$ cat src/rtl/svm_dwell_time_capture.sv
// Dwell-time capture for a three-state one-hot switching pattern (U_1 -> U_2 -> U_0).
// Reports T_1/T_2/T_0 plus order, one-hot and timeout flags once per sampling window.
module svm_dwell_time_capture #(
  parameter int TAST_PERIOD    = 20000,
  parameter int TIMEOUT_MARGIN = 64,
  parameter int CW             = 15
) (
  input  logic          CLK,
  input  logic          RST_N,
  input  logic          U_0,
  input  logic          U_1,
  input  logic          U_2,
  input  logic          SYNC,
  output logic [CW-1:0] T_1,
  output logic [CW-1:0] T_2,
  output logic [CW-1:0] T_0,
  output logic          VALID,
  output logic          SEQ_ERR,
  output logic          ONEHOT_ERR,
  output logic          TIMEOUT
);

  localparam int LIMIT = TAST_PERIOD + TIMEOUT_MARGIN;
  localparam int WW    = $clog2(LIMIT + 1);
  localparam logic [WW-1:0] LIMIT_W = WW'(LIMIT);
  localparam logic [CW-1:0] CMAX    = {CW{1'b1}};

  typedef enum logic [0:0] {
    ST_IDLE    = 1'b0,
    ST_MEASURE = 1'b1
  } state_t;

  state_t        state_r, state_s;
  logic [CW-1:0] c1_r, c2_r, c0_r, c1_s, c2_s, c0_s;
  logic [WW-1:0] wcnt_r, wcnt_s;
  logic [1:0]    phase_r, phase_s;
  logic          seq_err_r, seq_err_s;
  logic          oh_err_r, oh_err_s;
  logic          close_sync_s, close_tmo_s, count_s;

  function automatic logic [CW-1:0] sat_inc(input logic [CW-1:0] v);
    if (v == CMAX) begin
      sat_inc = v;
    end else begin
      sat_inc = v + CW'(1);
    end
  endfunction

  // Next-state, window open/close decisions and per-cycle sample accounting
  always_comb begin
    state_s      = state_r;
    c1_s         = c1_r;
    c2_s         = c2_r;
    c0_s         = c0_r;
    wcnt_s       = wcnt_r;
    phase_s      = phase_r;
    seq_err_s    = seq_err_r;
    oh_err_s     = oh_err_r;
    close_sync_s = 1'b0;
    close_tmo_s  = 1'b0;
    count_s      = 1'b0;

    case (state_r)
      ST_IDLE: begin
        if (SYNC) begin
          state_s = ST_MEASURE;
          count_s = 1'b1;
        end else begin
          state_s = ST_IDLE;
        end
      end
      ST_MEASURE: begin
        // SYNC beats a coincident timeout
        if (SYNC) begin
          close_sync_s = 1'b1;
          count_s      = 1'b1;
        end else if (wcnt_r >= LIMIT_W) begin
          close_tmo_s = 1'b1;
          state_s     = ST_IDLE;
        end else begin
          count_s = 1'b1;
        end
      end
      default: begin
        state_s = ST_IDLE;
      end
    endcase

    // A SYNC cycle is cycle 0 of a fresh window, so clear before counting it
    if (SYNC) begin
      c1_s      = {CW{1'b0}};
      c2_s      = {CW{1'b0}};
      c0_s      = {CW{1'b0}};
      wcnt_s    = {WW{1'b0}};
      phase_s   = 2'd0;
      seq_err_s = 1'b0;
      oh_err_s  = 1'b0;
    end else begin
      wcnt_s = wcnt_s;
    end

    if (count_s) begin
      wcnt_s = wcnt_s + WW'(1);
      case ({U_2, U_1, U_0})
        3'b010: begin
          c1_s = sat_inc(c1_s);
          if (phase_s != 2'd0) begin
            seq_err_s = 1'b1;
          end else begin
            seq_err_s = seq_err_s;
          end
        end
        3'b100: begin
          c2_s = sat_inc(c2_s);
          if (phase_s == 2'd2) begin
            seq_err_s = 1'b1;
          end else begin
            phase_s = 2'd1;
          end
        end
        3'b001: begin
          c0_s    = sat_inc(c0_s);
          phase_s = 2'd2;
        end
        default: begin
          oh_err_s = 1'b1;
        end
      endcase
    end else begin
      wcnt_s = wcnt_s;
    end
  end

  // Window state and accumulators
  always_ff @(posedge CLK or negedge RST_N) begin
    if (!RST_N) begin
      state_r   <= ST_IDLE;
      c1_r      <= {CW{1'b0}};
      c2_r      <= {CW{1'b0}};
      c0_r      <= {CW{1'b0}};
      wcnt_r    <= {WW{1'b0}};
      phase_r   <= 2'd0;
      seq_err_r <= 1'b0;
      oh_err_r  <= 1'b0;
    end else begin
      state_r   <= state_s;
      c1_r      <= c1_s;
      c2_r      <= c2_s;
      c0_r      <= c0_s;
      wcnt_r    <= wcnt_s;
      phase_r   <= phase_s;
      seq_err_r <= seq_err_s;
      oh_err_r  <= oh_err_s;
    end
  end

  // Result registers: load on window close, otherwise hold
  always_ff @(posedge CLK or negedge RST_N) begin
    if (!RST_N) begin
      T_1        <= {CW{1'b0}};
      T_2        <= {CW{1'b0}};
      T_0        <= {CW{1'b0}};
      VALID      <= 1'b0;
      SEQ_ERR    <= 1'b0;
      ONEHOT_ERR <= 1'b0;
      TIMEOUT    <= 1'b0;
    end else if (close_sync_s || close_tmo_s) begin
      T_1        <= c1_r;
      T_2        <= c2_r;
      T_0        <= c0_r;
      VALID      <= 1'b1;
      SEQ_ERR    <= seq_err_r;
      ONEHOT_ERR <= oh_err_r;
      TIMEOUT    <= close_tmo_s;
    end else begin
      VALID <= 1'b0;
    end
  end

endmodule
$ cat config.mk
export PLATFORM = sky130hd
export DESIGN_NAME = svm_dwell_time_capture
export DESIGN_NICKNAME = d
export VERILOG_FILES = /design/src/rtl/svm_dwell_time_capture.sv
export SDC_FILE = /design/constraint.sdc
export NUM_CORES = 1
export LEC_CHECK = 0
export ABC_AREA = 1
export ABC_CLOCK_PERIOD_IN_PS = 1930
export CORE_ASPECT_RATIO = 0.5
export CORE_UTILIZATION = 54
export CTS_BUF_LIST = sky130_fd_sc_hd__clkbuf_4
export DETAILED_ROUTE_END_ITERATION = 7
export HOLD_SLACK_MARGIN = 0.03
export PLACE_DENSITY = 0.81
export SLEW_MARGIN = 40
export SYNTH_ARGS = -nofsm -noshare
export SYNTH_HDL_FRONTEND = slang
export SYNTH_SLANG_ARGS = --single-unit
export TNS_END_PERCENT = 50
$ cat constraint.sdc
create_clock -name CLK -period 1.93 [get_ports CLK]
set_clock_uncertainty 0.2 [all_clocks]
set_input_delay 0.386 -clock CLK [delete_from_list [all_inputs] [get_ports CLK]]
set_output_delay 0.386 -clock CLK [all_outputs]
set_load 0.1 [all_outputs]
==> out/metrics.yaml, run 1 <==
status: "complete, but fails checks"
violations: "setup timing"
clock_latency_ns: 0.53
clk_pin_slew_worst_paths_ns: 0.11
critPathArrivalTime_ns: 2.33
max_freq_mhz: 475
grt_max_degree: 48
yosys_warnings: 0
max_slew.worst_pin.slew_ns: 0.632
hold_ws_ns: 0.0929
clk_path_buf_depth: 2
drc_errors: 0
cts_tree: "done"
crit_top_cell: "nor2_4"
cp_max_fo: 6
yosysTopAreaCell: "dfrtp_1"
fin_nets: 966
fin_ws_ns: -0.175
cap_violations: 0
grt_pass1_wl_microns: 27300
fin_cells: 1105
first_pass_iters: 6
timing.final.crit_share: 1.09
reg2reg_depth: 13
ys_async_sr_fraction: 1.00
rsz0062_at_grt: "true"
routed-via-count: 6345
drt-total-wl_microns: 20800
avgSynthCellArea_sq_um: 7.78
slowest_delay_ns: 0.39
gp_congestion: 0.876
viasPerCell: 5.74
antenna_found_initial: 0
cts_buffers: 17
cp-end-kind: "flop"
grt_pass1_vias: 5744
clock-sinks: 114
num_antenna_cells: 0
num_io_pins: 55
grt_overflow: 0
critPathSlowestCell: "dfrtp_1"
worstSetupStartpointType: "flop"
die_h_microns: 76.2
ctsHtreeMaxLevel: 4
root_buffer: "clkbuf_4"
hold_class: "input pin to async pin"
maxSlewViolCount: 0
setup_viol_count_final: 24
dp_cells: 1051
power.leakage_nw: 4.35
port_buffers: 54
power_density_mw_per_mm2: 561
yosysMostFrequentCell: "nand2_1"
synth_edf_count: 0
yosysSeqAreaShare: 0.479
relSlewSlack: 0.574
syn_nets: 775
gr-usage-all-layers: 0.309
synth_area_leaders: "dfrtp_1 (48%), nand2_1 (13%), inv_1 (6.9%)"
synthCells: 765
required_ns: 2.15
ys.flop_type: "dfrtp_1"
min_period_ns: 2.10
crit_type: "flop to flop"
ys_seq_elements: 114
synth_cell_types: 36
dp_hpwl_microns: 11300
wl_per_cell_microns: 18.8
final_antenna_net_count: 0
die_width_microns: 150
final-hold-violation-count: 0
rows: 26
ir_drop_mv: 0.340
synth_area_sq_mm: 0.00595
core_sq_mm: 0.0104
path_cells: "inv_2, nor2_4, ha_4, nand2_4, nor2_4, nand2_2, nor2_4, nand2_2, nand2_2, nor2_4, clkbuf_16, nand3b_1, nand2_1"
die-area_sq_mm: 0.0115
syn2layout_area_growth_pct: 48.1
drt_iter0_drc: 772
start_util: 0.570
tns_ns: -1.24
layout-drive-gt1-share: 0.339
yosys-top-cells-count: "nand2_1 (199), dfrtp_1 (114), inv_1 (109)"
synth_top_area_frac: 0.479
kinds of logic after synthesis:
logic type | synth area share
flops | 0.479
compound gates | 0.0648
fa+ha+maj | 0.00841
buf+inv | 0.0999
simple gates | 0.312
xor+xnor | 0.0353
per-layer routing:
| layer | up-vias | GRT usage | wire length [microns] |
|---|---|---|---|
| met4 | 0 | 0.134 | 1130 |
| met5 | - | 0 | 0 |
| met2 | 465 | 0.515 | 9990 |
| met3 | 133 | 0.0743 | 1730 |
| met1 | 3004 | 0.384 | 7910 |
| li1 | 2743 | - | - |
worst max-delay path, delay by kind of cell, from the launching register on:
kind                     cells  cell delay, ns
flip-flops                   1            0.39
buffers and inverters        2            0.24
adder cells (fa/ha/maj)      1            0.17
AND/OR/NAND/NOR             10            1.01
layout by cell type (no fill, tap or decap), types with 14 or more instances in the layout:
| master | netlist | layout |
|---|---|---|
| o21ai_0 | 32 | 30 |
| clkbuf_4 | 0 | 17 |
| nor2_1 | 106 | 87 |
| buf_4 | 3 | 123 |
| nor2_4 | 8 | 23 |
| dfrtp_1 | 114 | 114 |
| nand2_2 | 16 | 26 |
| nor2_2 | 11 | 15 |
| buf_12 | 1 | 58 |
| xor2_1 | 15 | 14 |
| nand3_1 | 44 | 35 |
| inv_1 | 109 | 102 |
| nand2_1 | 199 | 180 |
| a21oi_1 | 26 | 25 |
where the power goes:
group | switching, mW | leakage, nW | total (mW) | internal, mW
clock | 0.964 | 0.106 | 1.41 | 0.445
sequential | 0.0739 | 1.53 | 2.53 | 2.46
combinational | 0.652 | 2.72 | 1.00 | 0.351
total | 1.69 | 4.35 | 4.95 | 3.26
final cells by class:
type	count	area, sq um
multi-input combinational	513	2890
sequential	114	2850
timing repair buffer	194	2270
fill	504	1630
inverter	116	448
tap	140	175
clock buffer	17	128
clock inverter	11	51.3
stage by stage:
step	setup WS, ns	util	power, mW	instance area (sq um)
after floorplan	-0.370	-	3.09	6040
after global placement	-0.617	0.769	3.48	8030
after detailed placement	-0.689	0.769	3.50	8030
after CTS	-0.0171	0.802	4.84	8370
after global routing	-0.220	0.844	5.08	8820
final	-0.175	0.844	4.95	8820
repair_timing:
| item | CTS | global route |
|---|---|---|
| pin swaps | 13 | 33 |
| gates cloned | 1 | 2 |
| hold buffers | 1 | 0 |
| endpoints found under the setup margin | 62 | 79 |
| hold endpoints to repair | 114 | 0 |
| gates resized for setup | 21 | 69 |
| buffers inserted | 7 | 16 |
path summary, 6_finish.rpt:
check	slack [ns]	start	end
max reg2reg	-0.17	c0_r[1]$_DFF_PN0_	c0_r[5]$_DFF_PN0_
max	-0.17	c0_r[1]$_DFF_PN0_	c0_r[5]$_DFF_PN0_
min in group CLK	0.33	c0_r[12]$_DFF_PN0_	T_0[12]$_DFFE_PN0P_
min reg2reg	0.33	c0_r[12]$_DFF_PN0_	T_0[12]$_DFFE_PN0P_
min	0.09	RST_N	c1_r[2]$_DFF_PN0_
max in group asynchronous	0.88	RST_N	T_2[12]$_DFFE_PN0P_
sequential cells by signal, summed over array words and instances, names as in the netlist, 2 cells and up:
signal / flops
T_0: 15
T_1: 15
T_2: 15
c0_r: 15
c1_r: 15
c2_r: 15
wcnt_r: 15
phase_r: 2
Note: power is estimated with default switching activity, not from simulation.
==> run 2: changes to the inputs <==
- ABC_CLOCK_PERIOD_IN_PS: 1930 -> default
- CAP_MARGIN: default -> 30
==> results of run 2 <==
The final DEF is identical to that of run 1; final timing and power are the same.
